==> src/rtl/mod53_chunk_reducer.sv <==
// Reduces a 6*N_CHUNKS-bit unsigned operand modulo 53, one 6-bit chunk per cycle
// (MS chunk first), using an external table that returns (r*64) mod 53.
module mod53_chunk_reducer #(
  parameter int N_CHUNKS = 4
) (
  input  logic                    clk,
  input  logic                    rst,
  input  logic                    in_valid,
  output logic                    in_ready,
  input  logic [6*N_CHUNKS-1:0]   in_data,
  output logic [5:0]              lut_addr,
  input  logic [5:0]              lut_data,
  output logic                    out_valid,
  input  logic                    out_ready,
  output logic [5:0]              out_res,
  output logic                    busy
);

  localparam int W  = 6 * N_CHUNKS;
  localparam int CW = (N_CHUNKS > 1) ? $clog2(N_CHUNKS) : 1;

  typedef enum logic [1:0] {
    S_IDLE = 2'd0,
    S_RUN  = 2'd1,
    S_DONE = 2'd2
  } state_t;

  state_t         r_state;
  state_t         w_state_next;
  logic [W-1:0]   r_shift;
  logic [5:0]     r_res;
  logic [CW-1:0]  r_cnt;

  logic [5:0]     w_chunk;
  logic [6:0]     w_sum;
  logic [5:0]     w_res_next;
  logic           w_last;
  logic           w_accept;

  assign w_chunk  = r_shift[W-1 -: 6];
  assign w_sum    = {1'b0, lut_data} + {1'b0, w_chunk};
  assign w_last   = (r_cnt == CW'(N_CHUNKS - 1));
  assign w_accept = (r_state == S_IDLE) && in_valid;

  // The sum never exceeds 115, so at most two subtractions of 53 bring it into range.
  always_comb begin
    w_res_next = w_sum[5:0];
    if (w_sum >= 7'd106) begin
      w_res_next = 6'(w_sum - 7'd106);
    end else if (w_sum >= 7'd53) begin
      w_res_next = 6'(w_sum - 7'd53);
    end
  end

  always_ff @(posedge clk) begin
    if (rst) begin
      r_state <= S_IDLE;
    end else begin
      r_state <= w_state_next;
    end
  end

  always_comb begin
    w_state_next = r_state;
    case (r_state)
      S_IDLE:  if (in_valid)  w_state_next = S_RUN;
      S_RUN:   if (w_last)    w_state_next = S_DONE;
      S_DONE:  if (out_ready) w_state_next = S_IDLE;
      default: w_state_next = S_IDLE;
    endcase
  end

  always_ff @(posedge clk) begin
    if (rst) begin
      r_shift <= '0;
      r_res   <= '0;
      r_cnt   <= '0;
    end else if (w_accept) begin
      r_shift <= in_data;
      r_res   <= '0;
      r_cnt   <= '0;
    end else if (r_state == S_RUN) begin
      r_shift <= r_shift << 6;
      r_res   <= w_res_next;
      r_cnt   <= r_cnt + CW'(1);
    end
  end

  always_comb begin
    in_ready  = (r_state == S_IDLE);
    out_valid = (r_state == S_DONE);
    busy      = (r_state == S_RUN) || (r_state == S_DONE);
    lut_addr  = r_res;
    out_res   = r_res;
  end

endmodule

==> config.mk <==
export PLATFORM = sky130hd
export DESIGN_NAME = mod53_chunk_reducer
export DESIGN_NICKNAME = d
export VERILOG_FILES = /design/src/rtl/mod53_chunk_reducer.sv
export SDC_FILE = /design/constraint.sdc
export NUM_CORES = 1
export LEC_CHECK = 0
export BUFFER_PORTS_ARGS = -buffer_cell sky130_fd_sc_hd__buf_4
export CORE_UTILIZATION = 50
export CTS_BUF_LIST = sky130_fd_sc_hd__clkbuf_8
export CTS_CLUSTER_DIAMETER = 150
export CTS_CLUSTER_SIZE = 30
export DETAILED_ROUTE_END_ITERATION = 10
export PLACE_DENSITY = 0.85
export RECOVER_POWER = 100
export SLEW_MARGIN = 20
export SYNTH_ARGS = -nofsm -noshare
export SYNTH_HDL_FRONTEND = slang
export SYNTH_SLANG_ARGS = --single-unit
==> constraint.sdc <==
create_clock -name clk -period 2.8 [get_ports clk]
set_clock_uncertainty 0.1 [all_clocks]
set_input_delay 0.56 -clock clk [delete_from_list [all_inputs] [get_ports clk]]
set_output_delay 0.56 -clock clk [all_outputs]
set_load 0.005 [all_outputs]
==> reports/metrics.csv <==
stage;metric;value;unit
run_status;status;complete, no violations;
sta;final count of negative-setup-slack endpoints;0;
floorplan;count of standard-cell rows;23;
yosys;top_reg_cell synth;dfxtp_1;
yosys;nets in the synthesized netlist;306;
critical_path;worst setup path category;input port to flop;
run;number of max-capacitance violations reported;0;
finish;diode insertion count for antenna repair;0;
critical_path;required time at the worst-slack endpoint;2.88;ns
finish;number of nets in the finished design;362;
grt;GR Overflow Total;0;
yosys;share of flip-flops with an asynchronous set or reset after synthesis;0;%
pwr;switching pwr;1.24;mW
floorplan;Ports;49;
grt;aggregate global-route resource usage;24.1;%
clock_network;deepest level of the CTS H-tree;2;
pwr;share of power burned in the clock network;18.3;%
floorplan;Core Area;4060;µm²
pwr;proportion of power drawn by combinational gates;58.6;%
grt;largest net degree at the start of global routing;44;
finish;share of layout cells above drive strength 1;29.5;%
floorplan;Die Height;67.6;µm
finish;core occupancy in the finished layout;69.6;%
finish;layout filler cell count;331;
floorplan;initial cell density of the core;53.0;%
yosys;synthesized area per cell;8.44;µm²
pwr;switching portion of total power;40.3;%
floorplan;DIE WIDTH;67.6;µm
clock_network;clock network latency to the later pin of the worst-skew pair;0.29;ns
pwr;portion of total power attributed to sequential cells;23.0;%
yosys;Mapped Cells;255;
pwr;internal cell power;1.84;mW
min_path;path class of the lowest-slack min-delay path;flop to flop;
place;buffers added on ports;48;
grt;number of antenna violations at the first check in global routing;0;
yosys;count of flip-flops with a built-in enable after synthesis;0;
sta;ratio of final minimum period to clock period;96.6;%
clock_network;CTS tree;yes;
finish;count of non-filler cells in the finished layout;362;
yosys;cell type with the highest aggregate area in the netlist;dfxtp_1;
yosys;area of the mapped netlist;2150;µm²
yosys;main area contributors after synthesis;dfxtp_1, mux2i_1, ha_1;
clock_network;clock tree sinks;34;
sta;RSZ-0062 raised after global routing;yes;
pwr;worst vdd rail ir drop;0.000772;V
detailed_routing;total DRC errors in the routed layout;0;
sta;count of endpoints failing hold in the final timing report;0;
yosys;Cell variety after synth;45;
place;detailed-placement wirelength estimate;3.64;mm
detailed_routing;ratio of routed vias to standard cells;5.64;
yosys;share of the synthesized area in the top cell type;31.6;%
sta;relative slew slack;62.0;%
critical_path;crit path DAT;2.78;ns
clock_network;buffer levels on the longest clock path;2;
detailed_routing;total wire length after detailed routing;5.20;mm
sta;highest clock frequency the design can meet;370;MHz
yosys;Ys Warns;0;
detailed_routing;antenna viol nets, final;0;
grt;vias in the first global route;1910;
grt;global-route wire length before repair;8.15;mm
clock_network;cell at the root of the clock tree;clkbuf_8;
clock_network;number of buffers inserted during clock tree synthesis;5;
floorplan;DIE AREA;4570;µm²
sta;transition at the pin with the smallest max-transition slack;0.570;ns
detailed_routing;Vias;2043;
critical_path;CP endpoint kind;flop;
critical_path;startpoint types;input port;
finish;synthesis-to-layout area growth;31.2;%
place;placed instance count;353;
place;GPL Wtd Cong;0.896;
pwr;static leakage;1.22;nW
sta;final count of pins violating max slew;0;
detailed_routing;detailed-router iteration count before antenna repair;4;
clock_network;cts hold-fix bufs;0;
critical_path;critical path fanouts, max;6;
sta;time the final worst path needs with I/O delays and setup;2.70;ns
pwr;pwr/cell area;1090;nW/µm²
detailed_routing;number of violations reported at the end of detailed-routing iteration 0;78;
clock_network;clock slew at the register clock pins of the worst setup and hold paths;0.07;ns
yosys;number of flip-flops and latches in the synthesized netlist;34;
detailed_routing;average wire per cell in the routed design;14.4;µm
yosys;sequential fraction of the synthesis area;31.6;%
## cells in the final DEF, fill, tap and decap left out, types with 2 or more instances in the layout
cell type / n
a21oi_1: 16
clkbuf_8: 6
o22ai_1: 2
nor2_1: 33
a211oi_2: 2
or2_1: 2
ha_1: 16
dfxtp_1: 33
a21o_1: 2
clkbuf_1: 2
nand2_1: 11
o21a_1: 3
a31oi_1: 2
buf_4: 54
o21ai_0: 8
a21oi_4: 2
o211ai_1: 2
bufinv_16: 2
nor3_1: 4
a211oi_1: 21
o2111ai_1: 2
clkbuf_4: 14
nand2b_1: 3
inv_1: 11
mux2i_1: 21
xnor2_1: 3
nand3_1: 10
## synth_stat cells (all sizes together), types with 9 or more instances
library cell  count
clkbuf           10
mux2i            21
o21ai             9
a211oi           23
nor2             34
nand2            11
nand3            11
inv              12
ha               16
buf              11
dfxtp            34
a21oi            19
## kinds of logic after synthesis
family	after synthesis	synth area share, %
AO/OA/AOI/OAI	74	24.2
XOR/XNOR	6	2.79
adder cells (fa/ha/maj)	17	10.2
buffers and inverters	33	7.15
flip-flops	34	31.6
multiplexers	21	9.77
AND/OR/NAND/NOR	70	14.2
## power groups by stage
stage | logic (mW) | registers (mW) | clock network [mW]
after floorplan | 1.20 | 0.694 | 0
after global placement | 1.66 | 0.711 | 0
after detailed placement | 1.71 | 0.718 | 0
after CTS | 1.74 | 0.710 | 0.569
after global routing | 1.97 | 0.729 | 0.588
final | 1.81 | 0.710 | 0.566
## stage by stage
| step | instance area [µm²] | setup TNS, ns | setup slack (ns) | hold slack [ns] | power, mW |
|---|---|---|---|---|---|
| after floorplan | 2170 | -0.000490 | -0.000490 | 0.348 | 1.90 |
| after global placement | 2650 | -0.315 | -0.117 | 0.356 | 2.37 |
| after detailed placement | 2650 | -0.491 | -0.178 | 0.364 | 2.43 |
| after CTS | 2790 | 0 | 0.0790 | 0.374 | 3.02 |
| after global routing | 2820 | -0.0141 | -0.0141 | 0.398 | 3.29 |
| final | 2820 | 0 | 0.0955 | 0.373 | 3.08 |
## worst max-delay path: stages
cell      delay (ns)
buf_4           0.08
ha_1            0.15
inv_1           0.06
fa_2            0.61
inv_1           0.10
ha_1            0.21
a21oi_2         0.14
o211ai_1        0.19
nor2_2          0.23
nor2_1          0.07
a211oi_1        0.25
o32ai_1         0.11
## registers in the layout, indices dropped and copies added (netlist names)
name / cells
lut_addr: 6
r_cnt: 2
r_shift: 24
r_state: 2
## area by class of cell
| type | instances | area, µm² | area share (%) |
|---|---|---|---|
| Multi-Input combinational cell | 188 | 1370 | 48.6 |
| Clock buffer | 6 | 82.6 | 2.92 |
| Sequential cell | 34 | 682 | 24.1 |
| Inverter | 12 | 45.0 | 1.60 |
| Timing Repair Buffer | 70 | 518 | 18.3 |
| Tap cell | 50 | 62.6 | 2.22 |
| Clock inverter | 2 | 60.1 | 2.13 |
## layer usage
metal	track usage [%]	up-vias	wire, µm
met3	4.73	8	270
met5	0	-	0
met1	28.2	949	2230
met2	42.0	59	2630
li1	-	1027	-
met4	10.6	0	64
## path summary, 6_finish.rpt
| path | start | to | slack (ns) | cells past startpoint |
|---|---|---|---|---|
| setup / recovery | lut_data[0] | lut_addr[1] | 0.1 | 12 |
| hold / removal | r_shift[5] | r_shift[5] | 0.37 | 2 |
| setup reg to reg | r_shift[18] | lut_addr[1] | 0.12 | 11 |
| hold reg to reg | r_shift[5] | r_shift[5] | 0.37 | 2 |
## what timing repair did
item,CTS,global route
resized for setup,0,7
endpoints found under the setup margin,0,3
setup buffers,0,1
endpoints found under the hold margin,0,0
(Power assumes the default switching activity.)
